<file path="config.mk">
export PLATFORM = sky130hd
export DESIGN_NAME = cp0_unit_flat
export DESIGN_NICKNAME = d
export VERILOG_FILES = /design/src/rtl/cp0_unit_pkg.sv /design/src/rtl/cp0_unit_if.sv /design/src/rtl/cp0_unit_irq_edge_latch.sv /design/src/rtl/cp0_unit.sv /design/src/flat_wrapper.sv
export SDC_FILE = /design/constraint.sdc
export NUM_CORES = 1
export LEC_CHECK = 0
export CELL_PAD_IN_SITES_DETAIL_PLACEMENT = 1
export CELL_PAD_IN_SITES_GLOBAL_PLACEMENT = 1
export CORE_MARGIN = 4
export CORE_UTILIZATION = 37
export CTS_BUF_LIST = sky130_fd_sc_hd__clkbuf_8
export DETAILED_ROUTE_END_ITERATION = 6
export PLACE_DENSITY = 0.89
export SYNTH_ARGS = -nofsm -noshare
export SYNTH_HDL_FRONTEND = slang
export SYNTH_SLANG_ARGS = --single-unit
</file>
<file path="constraint.sdc">
create_clock -name clk -period 2.85 [get_ports clk]
set_input_delay 0.4275 -clock clk [delete_from_list [all_inputs] [get_ports clk]]
set_output_delay 0.4275 -clock clk [all_outputs]
set_load 0.005 [all_outputs]
</file>
<file path="src/rtl/cp0_unit_pkg.sv">
// Shared definitions for the coprocessor-0 block: operation encodings,
// register indices, STATUS/CAUSE bit positions and FSM state encoding.
package cp0_unit_pkg;

    localparam int unsigned XLEN  = 32;
    localparam int unsigned IDX_W = 5;

    // Coprocessor operation issued by the decode controller
    typedef enum logic [1:0] {
        CP_NONE  = 2'b00,
        CP_STORE = 2'b01,
        CP_ERET  = 2'b10,
        CP_RSVD  = 2'b11
    } cp_oper_e;

    // Default CP0 register indices
    localparam logic [IDX_W-1:0] CP0_IDX_STATUS = 5'd12;
    localparam logic [IDX_W-1:0] CP0_IDX_CAUSE  = 5'd13;
    localparam logic [IDX_W-1:0] CP0_IDX_EPC    = 5'd14;
    localparam logic [IDX_W-1:0] CP0_IDX_EHBR   = 5'd25;

    // Register bit positions
    localparam int unsigned STATUS_IE_BIT    = 0;
    localparam int unsigned CAUSE_PEND_BIT   = 0;
    localparam int unsigned CAUSE_INHDLR_BIT = 1;

    // Interrupt service FSM
    typedef enum logic {
        ST_IDLE    = 1'b0,
        ST_HANDLER = 1'b1
    } cp0_state_e;

endpackage

</file>
<file path="src/rtl/cp0_unit_if.sv">
// Decode-controller <-> CP0 bundle.
//   master: controller side (drives operation, indices, data, interrupt inputs)
//   slave : CP0 side (returns read data, redirect request, handler flag)
interface cp0_unit_if;
    import cp0_unit_pkg::*;

    logic             en;
    cp_oper_e         cp_oper;
    logic [IDX_W-1:0] addr_r;
    logic [XLEN-1:0]  data_r;
    logic [IDX_W-1:0] addr_w;
    logic [XLEN-1:0]  data_w;
    logic [XLEN-1:0]  ret_addr;
    logic             ir_en;
    logic             ir_in;
    logic             jump_en;
    logic [XLEN-1:0]  jump_addr;
    logic             in_handler;

    modport master (
        output en, cp_oper, addr_r, addr_w, data_w, ret_addr, ir_en, ir_in,
        input  data_r, jump_en, jump_addr, in_handler
    );

    modport slave (
        input  en, cp_oper, addr_r, addr_w, data_w, ret_addr, ir_en, ir_in,
        output data_r, jump_en, jump_addr, in_handler
    );

endinterface

</file>
<file path="src/rtl/cp0_unit_irq_edge_latch.sv">
// Rising-edge detector and pending latch for the external interrupt.
//   clk, rst   : clock, async active-low reset
//   ir_in      : level interrupt request, synchronous to clk
//   clr        : interrupt taken this cycle (clears pending)
//   pending    : registered pending flag
module cp0_unit_irq_edge_latch (
    input  logic clk,
    input  logic rst,
    input  logic ir_in,
    input  logic clr,
    output logic pending
);

    logic ir_prev_q;
    logic pending_q, pending_d;
    logic rise_c;

    // A new edge arriving while the old one is taken keeps pending set
    always_comb begin
        rise_c    = ir_in & ~ir_prev_q;
        pending_d = rise_c | (pending_q & ~clr);
    end

    always_ff @(posedge clk or negedge rst) begin
        if (!rst) begin
            ir_prev_q <= 1'b0;
            pending_q <= 1'b0;
        end else begin
            ir_prev_q <= ir_in;
            pending_q <= pending_d;
        end
    end

    assign pending = pending_q;

endmodule

</file>
<file path="src/rtl/cp0_unit.sv">
// Coprocessor-0 register file and interrupt responder.
//   clk, rst : clock, async active-low reset
//   bus      : slave side of cp0_unit_if
//              in : en, cp_oper, addr_r, addr_w, data_w, ret_addr, ir_en, ir_in
//              out: data_r (comb), jump_en (comb), jump_addr (comb), in_handler
module cp0_unit
    import cp0_unit_pkg::*;
#(
    parameter logic [XLEN-1:0]  HANDLER_RESET = 32'h0000_0008,
    parameter logic [IDX_W-1:0] REG_STATUS    = CP0_IDX_STATUS,
    parameter logic [IDX_W-1:0] REG_CAUSE     = CP0_IDX_CAUSE,
    parameter logic [IDX_W-1:0] REG_EPC       = CP0_IDX_EPC,
    parameter logic [IDX_W-1:0] REG_EHBR      = CP0_IDX_EHBR
) (
    input  logic      clk,
    input  logic      rst,
    cp0_unit_if.slave bus
);

    cp0_state_e      state_q, state_d;
    logic            ie_q, ie_d;
    logic [XLEN-1:0] epc_q, epc_d;
    logic [XLEN-1:0] ehbr_q, ehbr_d;

    logic            pending;
    logic            take_c;
    logic            eret_c;
    logic            store_c;
    logic [XLEN-1:0] cause_c;
    logic [XLEN-1:0] rdata_c;

    // Pending interrupt tracking; cleared only by an actual take
    cp0_unit_irq_edge_latch u_irq (
        .clk     (clk),
        .rst     (rst),
        .ir_in   (bus.ir_in),
        .clr     (take_c),
        .pending (pending)
    );

    // Take only in an empty decode slot so no CP0 op is lost by the flush
    always_comb begin
        store_c = bus.en & (bus.cp_oper == CP_STORE);
        eret_c  = bus.en & (bus.cp_oper == CP_ERET);
        take_c  = (state_q == ST_IDLE) & pending & ie_q & bus.ir_en &
                  bus.en & (bus.cp_oper == CP_NONE);
    end

    // Next-state and register update
    always_comb begin
        state_d = state_q;
        ie_d    = ie_q;
        epc_d   = epc_q;
        ehbr_d  = ehbr_q;

        if (store_c) begin
            case (bus.addr_w)
                REG_STATUS: ie_d   = bus.data_w[STATUS_IE_BIT];
                REG_EPC:    epc_d  = bus.data_w;
                REG_EHBR:   ehbr_d = bus.data_w;
                default:    ;
            endcase
        end

        if (take_c) begin
            epc_d   = bus.ret_addr;
            state_d = ST_HANDLER;
        end

        if (eret_c) begin
            state_d = ST_IDLE;
        end
    end

    always_ff @(posedge clk or negedge rst) begin
        if (!rst) begin
            state_q <= ST_IDLE;
            ie_q    <= 1'b0;
            epc_q   <= '0;
            ehbr_q  <= HANDLER_RESET;
        end else begin
            state_q <= state_d;
            ie_q    <= ie_d;
            epc_q   <= epc_d;
            ehbr_q  <= ehbr_d;
        end
    end

    // MFC0 read mux
    always_comb begin
        cause_c                   = '0;
        cause_c[CAUSE_PEND_BIT]   = pending;
        cause_c[CAUSE_INHDLR_BIT] = (state_q == ST_HANDLER);

        rdata_c = '0;
        case (bus.addr_r)
            REG_STATUS: rdata_c[STATUS_IE_BIT] = ie_q;
            REG_CAUSE:  rdata_c = cause_c;
            REG_EPC:    rdata_c = epc_q;
            REG_EHBR:   rdata_c = ehbr_q;
            default:    rdata_c = '0;
        endcase
    end

    // take and ERET are mutually exclusive (take requires cp_oper == NONE)
    assign bus.data_r     = rdata_c;
    assign bus.jump_en    = take_c | eret_c;
    assign bus.jump_addr  = eret_c ? epc_q : (take_c ? ehbr_q : '0);
    assign bus.in_handler = (state_q == ST_HANDLER);

endmodule

</file>
<file path="src/flat_wrapper.sv">
// flat-port wrapper written by rule: the top's interface ports become plain ports
module cp0_unit_flat import cp0_unit_pkg::*;
#(
    parameter logic [XLEN-1:0]  HANDLER_RESET = 32'h0000_0008,
    parameter logic [IDX_W-1:0] REG_STATUS    = CP0_IDX_STATUS,
    parameter logic [IDX_W-1:0] REG_CAUSE     = CP0_IDX_CAUSE,
    parameter logic [IDX_W-1:0] REG_EPC       = CP0_IDX_EPC,
    parameter logic [IDX_W-1:0] REG_EHBR      = CP0_IDX_EHBR
)
  (clk, rst, bus_en, bus_cp_oper, bus_addr_r, bus_addr_w, bus_data_w, bus_ret_addr, bus_ir_en, bus_ir_in, bus_data_r, bus_jump_en, bus_jump_addr, bus_in_handler);
  cp0_unit_if bus_i ();
  input  logic clk;
  input  logic rst;
  input wire logic [$bits(bus_i.en)-1:0] bus_en;
  input wire logic [$bits(bus_i.cp_oper)-1:0] bus_cp_oper;
  input wire logic [$bits(bus_i.addr_r)-1:0] bus_addr_r;
  input wire logic [$bits(bus_i.addr_w)-1:0] bus_addr_w;
  input wire logic [$bits(bus_i.data_w)-1:0] bus_data_w;
  input wire logic [$bits(bus_i.ret_addr)-1:0] bus_ret_addr;
  input wire logic [$bits(bus_i.ir_en)-1:0] bus_ir_en;
  input wire logic [$bits(bus_i.ir_in)-1:0] bus_ir_in;
  output wire logic [$bits(bus_i.data_r)-1:0] bus_data_r;
  output wire logic [$bits(bus_i.jump_en)-1:0] bus_jump_en;
  output wire logic [$bits(bus_i.jump_addr)-1:0] bus_jump_addr;
  output wire logic [$bits(bus_i.in_handler)-1:0] bus_in_handler;
  assign bus_i.en = bus_en;
  assign bus_i.cp_oper = bus_cp_oper;
  assign bus_i.addr_r = bus_addr_r;
  assign bus_i.addr_w = bus_addr_w;
  assign bus_i.data_w = bus_data_w;
  assign bus_i.ret_addr = bus_ret_addr;
  assign bus_i.ir_en = bus_ir_en;
  assign bus_i.ir_in = bus_ir_in;
  assign bus_data_r = bus_i.data_r;
  assign bus_jump_en = bus_i.jump_en;
  assign bus_jump_addr = bus_i.jump_addr;
  assign bus_in_handler = bus_i.in_handler;
  cp0_unit #(.HANDLER_RESET(HANDLER_RESET), .REG_STATUS(REG_STATUS), .REG_CAUSE(REG_CAUSE), .REG_EPC(REG_EPC), .REG_EHBR(REG_EHBR)) u_core (.clk(clk), .rst(rst), .bus(bus_i));
endmodule
</file>
# Yosys cells after proc, flatten, opt, wreduce, memory -nomap -nowiden
# Cells that the tools add are included.
# W data, S select, Z words.
[classes] bitwise=14 n_reduce_logical=7 mux=9 n_eq_ne=9
[op_table] op="$mux W32" n=5
[op_table] op="$pmux W31 S3" n=1
[op_table] op="$eq A5 B4 Y1 const B" n=5
[op_table] op="$eq A5 B5 Y1 const B" n=2
[op_table] op="$and A1 B1 Y1" n=9
[op_table] op="$reduce_and A2 Y1" n=3
[op_table] op="$reduce_bool A2 Y1" n=3
[op_table] op="$pmux W1 S4" n=1
[op_table] op="$not A1 Y1" n=3
[op_table] op="$eq A2 B1 Y1 const B" n=1
[op_table] op="$eq A2 B2 Y1 const B" n=1
[op_table] op="$logic_not A2 Y1" n=1
[op_table] op="$mux W1" n=2
[op_table] op="$or A1 B1 Y1" n=2
[totals] output_inout_bits=66 reg_bits=68 word_cells=45

# Logic depth before layout (Yosys ltp)
# Gate-level depths: netlist of run 1.
[logic_depth] word_depth=9 mapped_depth=5 mapped_depth_nobuf=4

# Hierarchy
# A second synthesis of run 1 with hierarchy kept.
[unflattened] cells_unflattened=285 area_unflattened_um2=3537.1
[by_module_without_submodules] mod="cp0_unit" seq_area_each_um2=1652.8 cells_per_inst=280 area_per_inst_um2=3467.1 n_inst=1
[by_module_without_submodules] mod="cp0_unit_irq_edge_latch" seq_area_each_um2=50.0 cells_per_inst=5 area_per_inst_um2=70.1 n_inst=1

# Worst setup path before layout of run 1
# Ideal clock, no wire load.
[synth_path] path_type="input to output" from="in bus_addr_r[3]" to="out bus_data_r[10]" t_arrival_ps=1415 path_stages=4 required_time_ps=2423 n_path_buf=1 path_slack_ps=1007 path_cell_list="nand2_1 nor4b_1 clkbuf_1 a22o_1"
[synth_via] elab_chain_len=2 word_cells_on_any_way=4 classes_between="eq/ne (3); mux (1)"
[synth_rtl] element="from (decl)" line_no="flat_wrapper.sv:16" rtl="input wire logic [$bits(bus_i.addr_r)-1:0] bus_addr_r;"
[synth_rtl] element="$eq A5 B5 Y1 / $eq A5 B4 Y1 (equally long branches)" line_no="cp0_unit.sv:96" rtl="case (bus.addr_r)"
[synth_rtl] element="$pmux W31 S3 (*)" line_no="cp0_unit.sv:96"
[synth_rtl] element="to (decl)" line_no="flat_wrapper.sv:22" rtl="output wire logic [$bits(bus_i.data_r)-1:0] bus_data_r;"
# Mark *: on every way between the ends. The rest lies on a longest branch, timed or not.

# Worst setup path in the final report of run 1
[layout_path] from="in bus_ir_en" to="out bus_jump_addr[17]"
[layout_via] elab_chain_len=5
[layout_rtl] element="from (decl)" line_no="flat_wrapper.sv:20" rtl="input wire logic [$bits(bus_i.ir_en)-1:0] bus_ir_en;"
[layout_rtl] element="$and A1 B1 Y1 (2 in series)" line_no="cp0_unit.sv:45" rtl="take_c = (state_q == ST_IDLE) & pending & ie_q & bus.ir_en &"
[layout_rtl] element="$and A1 B1 Y1" line_no="cp0_unit.sv:46" rtl="bus.en & (bus.cp_oper == CP_NONE);"
[layout_rtl] element="$mux W32 (2 in series)" line_no="cp0_unit.sv:108" rtl="assign bus.jump_addr = eret_c ? epc_q : (take_c ? ehbr_q : '0);"
[layout_rtl] element="to (decl)" line_no="flat_wrapper.sv:24" rtl="output wire logic [$bits(bus_i.jump_addr)-1:0] bus_jump_addr;"
# No other way between the ends.

==> results.ini, run 1 <==
[worst_setup_path]
cp.arrival_ns = 2.37
cp-start-kind = input port
cp_top_family = buffers and inverters
critical_path_class = input port to primary output
critPathCaptureType = primary output
max_stage_delay_ns = 0.51
critical_path.n_buffers_inverters = 4
critical_path.slowest_cell = clkdlybuf4s50_1
crit_top_cell = clkdlybuf4s50_1
cp.required_ns = 2.42
cp_cell_sequence = clkdlybuf4s50_1, nand4b_1, nor3_2, buf_4, buf_12, a22o_1, clkdlybuf4s50_1
crit_path_max_fanout = 30

[logic_synthesis]
sequential_share_of_the_synthesized_area_pct = 47.1
synth_area_leader_cell = dfrtp_1
syn-cell-area_um2 = 3610
synth_cell_type_count = 29
post_synth_net_total = 365
synthesis.yosys.warnings = 0
synth_top_cell_area_share_pct = 46.4
post_synthesis_register_bit_count = 68
synthTopCellsByArea = dfrtp_1 46%, mux2_2 24%, a22o_1 17%
syn_inst = 284
post_synthesis_area_per_instance_um2 = 12.7

[sta]
final_hold_vio_count = 0
worst_hold_slack_ns = 0.160
timing.final.crit_share_pct = 98.0
pins_over_slew_limit = 0
tns_ns = 0
worstMarginPinSlew_ns = 0.791
timing.final.crit_period_ns = 2.79
timing.fmax_mhz = 358
report.final.setup_viol = 0
postLayoutSetupSlackWorst_ns = 0.0568
skew_ns = 0.00818
slew_headroom_pct = 47.2

[cells_and_area]
diodes = 0
finalNetCount = 513
final_area_um2 = 5520
fillers = 980
layout-drive-gt1-share_pct = 26.1
synthToLayoutAreaGrowth_pct = 52.8

[detailed_routing]
drt_iter0_markers = 85
viasPerCell = 5.43
routedLengthMet1_um = 4780
drt-pass1-iter-count = 5
maxUsedRoutingLayer = met4
routed_wire_length_per_instance_um = 20.4
routed_wl_um = 11500
routed-via-count = 3075
wl_met3_um = 644
antenna_left = 0
route.detailed.drc = 0
met2_routed_length_um = 5980

[flow_run]
drv_cap = 0

[power_and_ir_drop]
swShare_pct = 24.8
largest_vdd_supply_drop_v = 0.000250
internal_power_mw = 1.75
share_seq_of_total_power_pct = 50.4
power_switching_uw = 578
pwr-share-comb_pct = 16.1
power.clock.fraction_pct = 33.5
power_density_nw_per_um2 = 421
static-leakage-power_nw = 2.43

[floorplan]
core_area_um2 = 9370
die_h_um = 107
initial_core_util_pct = 38.6
top_level_ports = 147
row_count = 35
fp.dieArea_um2 = 11400
die_width_um = 107

[clock_network]
htreeDepth = 3
numCtsBuffers = 9
cts-root-buf = clkbuf_8
cts.repair_timing.setup_buffer_count = 0
path_clk_slew_ns = 0.08
cts_num_sinks = 68
worst_skew_pair.late_latency_ns = 0.33
clock_tree_from_tritoncts = done
cts_buffer_depth = 2

[placed_design]
placed_cell_area_um2 = 5300
detailed_place_hpwl_um = 8360
pre_cts_slack_ns = -0.0115
finalWeightedCongestion = 0.739
port_buffers = 146

[global_routing]
grt_use_total_pct = 20.0
initial_antenna_violation_count = 0
number_of_global_route_vias_before_repair = 3508
globalRouteOverflowTotal = 0
grt_max_degree = 36
wire_length_of_the_first_global_routing_pass_um = 18000

[outcome]
run_status = complete, no violations

[worst_hold_path]
hold_class = input port to async pin

==> layer usage <==
layer,vias up,track usage (%)
met2,107,36.6
li1,1395,-
met5,-,0
met4,0,5.75
met1,1560,23.3
met3,13,4.58
==> cells in the final DEF, fill, tap and decap left out, drive strengths merged, types with 2 or more instances in the layout <==
cell / n
nor3: 3
nand3: 2
nand2: 6
inv: 4
dfrtp: 67
clkbuf: 10
nor2: 3
o22ai: 2
clkdlybuf4s50: 144
clkinv: 3
a22o: 70
a21o: 7
mux2: 83
buf: 15
nor2b: 2
==> logic make-up after synthesis <==
group	synth area share, %
AO/OA/AOI/OAI	19.4
buffers and inverters	3.25
flip-flops	47.1
multiplexers	26.1
AND/OR/NAND/NOR	4.12
==> power groups by stage <==
stage / registers, mW / clock network (mW) / logic (mW)
floorplan: 1.16 / 0 / 0.161
global placement: 1.18 / 0 / 0.359
detailed placement: 1.19 / 0 / 0.377
CTS: 1.17 / 0.807 / 0.378
global route: 1.18 / 0.857 / 0.406
finish: 1.17 / 0.781 / 0.375
==> final cells by class <==
cell class / instances / area, um^2 / share of cell area, %
Clock buffer: 10 / 138 / 2.49
Clock inverter: 6 / 56.3 / 1.02
Inverter: 3 / 11.3 / 0.204
Multi-Input combinational cell: 190 / 1820 / 33.0
Sequential cell: 68 / 1700 / 30.8
Tap cell: 129 / 161 / 2.92
Timing Repair Buffer: 160 / 1630 / 29.6
==> timing repair <==
action | 4_1_cts | 5_1_grt
resized for setup | 0 | 9
pin swaps | 0 | 1
hold buffers | 0 | 0
setup endpoints to repair | 9 | 48
==> Yosys cell counts <==
library cell,instances
mux2_2,76
a22o_1,70
dfrtp_1,67
clkbuf_1,11
a21o_1,7
buf_2,7
mux2_1,7
nand2_1,6
buf_4,3
inv_1,3
nor2_1,3
nor3_1,3
buf_1,2
nand3_1,2
nor2b_1,2
o22ai_1,2
a221o_1,1
and3_1,1
and3b_1,1
dfstp_2,1
mux2i_1,1
nand2b_1,1
nand4b_1,1
nand4bb_1,1
nor4_4,1
nor4b_1,1
o21ai_0,1
o21bai_1,1
or2_2,1
==> path summary, 6_finish.rpt <==
check,startpoint,end,slack (ns),depth (start not counted)
setup reg to reg,u_core.bus.in_handler$_DFFE_PN0P_,u_core.epc_q[22]$_DFFE_PN0P_,0.80,6
setup / recovery,bus_ir_en,bus_jump_addr[17],0.06,7
min in group clk,u_core.u_irq.ir_prev_q$_DFF_PN0_,u_core.u_irq.pending$_DFF_PN0_,0.45,1
hold / removal,rst,u_core.ehbr_q[16]$_DFFE_PN0P_,0.16,1
max in group asynchronous,rst,u_core.u_irq.ir_prev_q$_DFF_PN0_,2.00,2
hold reg to reg,u_core.u_irq.ir_prev_q$_DFF_PN0_,u_core.u_irq.pending$_DFF_PN0_,0.45,1
==> metrics by stage <==
step	instances	utilization, %	total power, mW
2_1_floorplan	284	-	1.32
3_3_place_gp	550	56.5	1.54
4_1_cts	566	58.6	2.36
5_1_grt	566	58.9	2.45
6_report	566	58.9	2.33
3_5_place_dp	550	56.5	1.57
==> sequential cells by signal (all words and copies together) (netlist names) <==
register and cells:
u_core.bus.in_handler 1, u_core.ehbr_q 32, u_core.epc_q 32, u_core.ie_q 1
u_core.u_irq.ir_prev_q 1, u_core.u_irq.pending 1
No activity file was read; power rests on OpenSTA's default activity.
==> inputs of run 2 (changes only) <==
--- a/config.mk
+++ b/config.mk
@@ -11,7 +11,9 @@
 export CORE_UTILIZATION = 37
 export CTS_BUF_LIST = sky130_fd_sc_hd__clkbuf_8
 export DETAILED_ROUTE_END_ITERATION = 6
+export HOLD_SLACK_MARGIN = 0.05
 export PLACE_DENSITY = 0.89
 export SYNTH_ARGS = -nofsm -noshare
 export SYNTH_HDL_FRONTEND = slang
 export SYNTH_SLANG_ARGS = --single-unit
+export TNS_END_PERCENT = 50
==> results of run 2 <==
The final DEF is identical to that of run 1; final timing and power are the same.
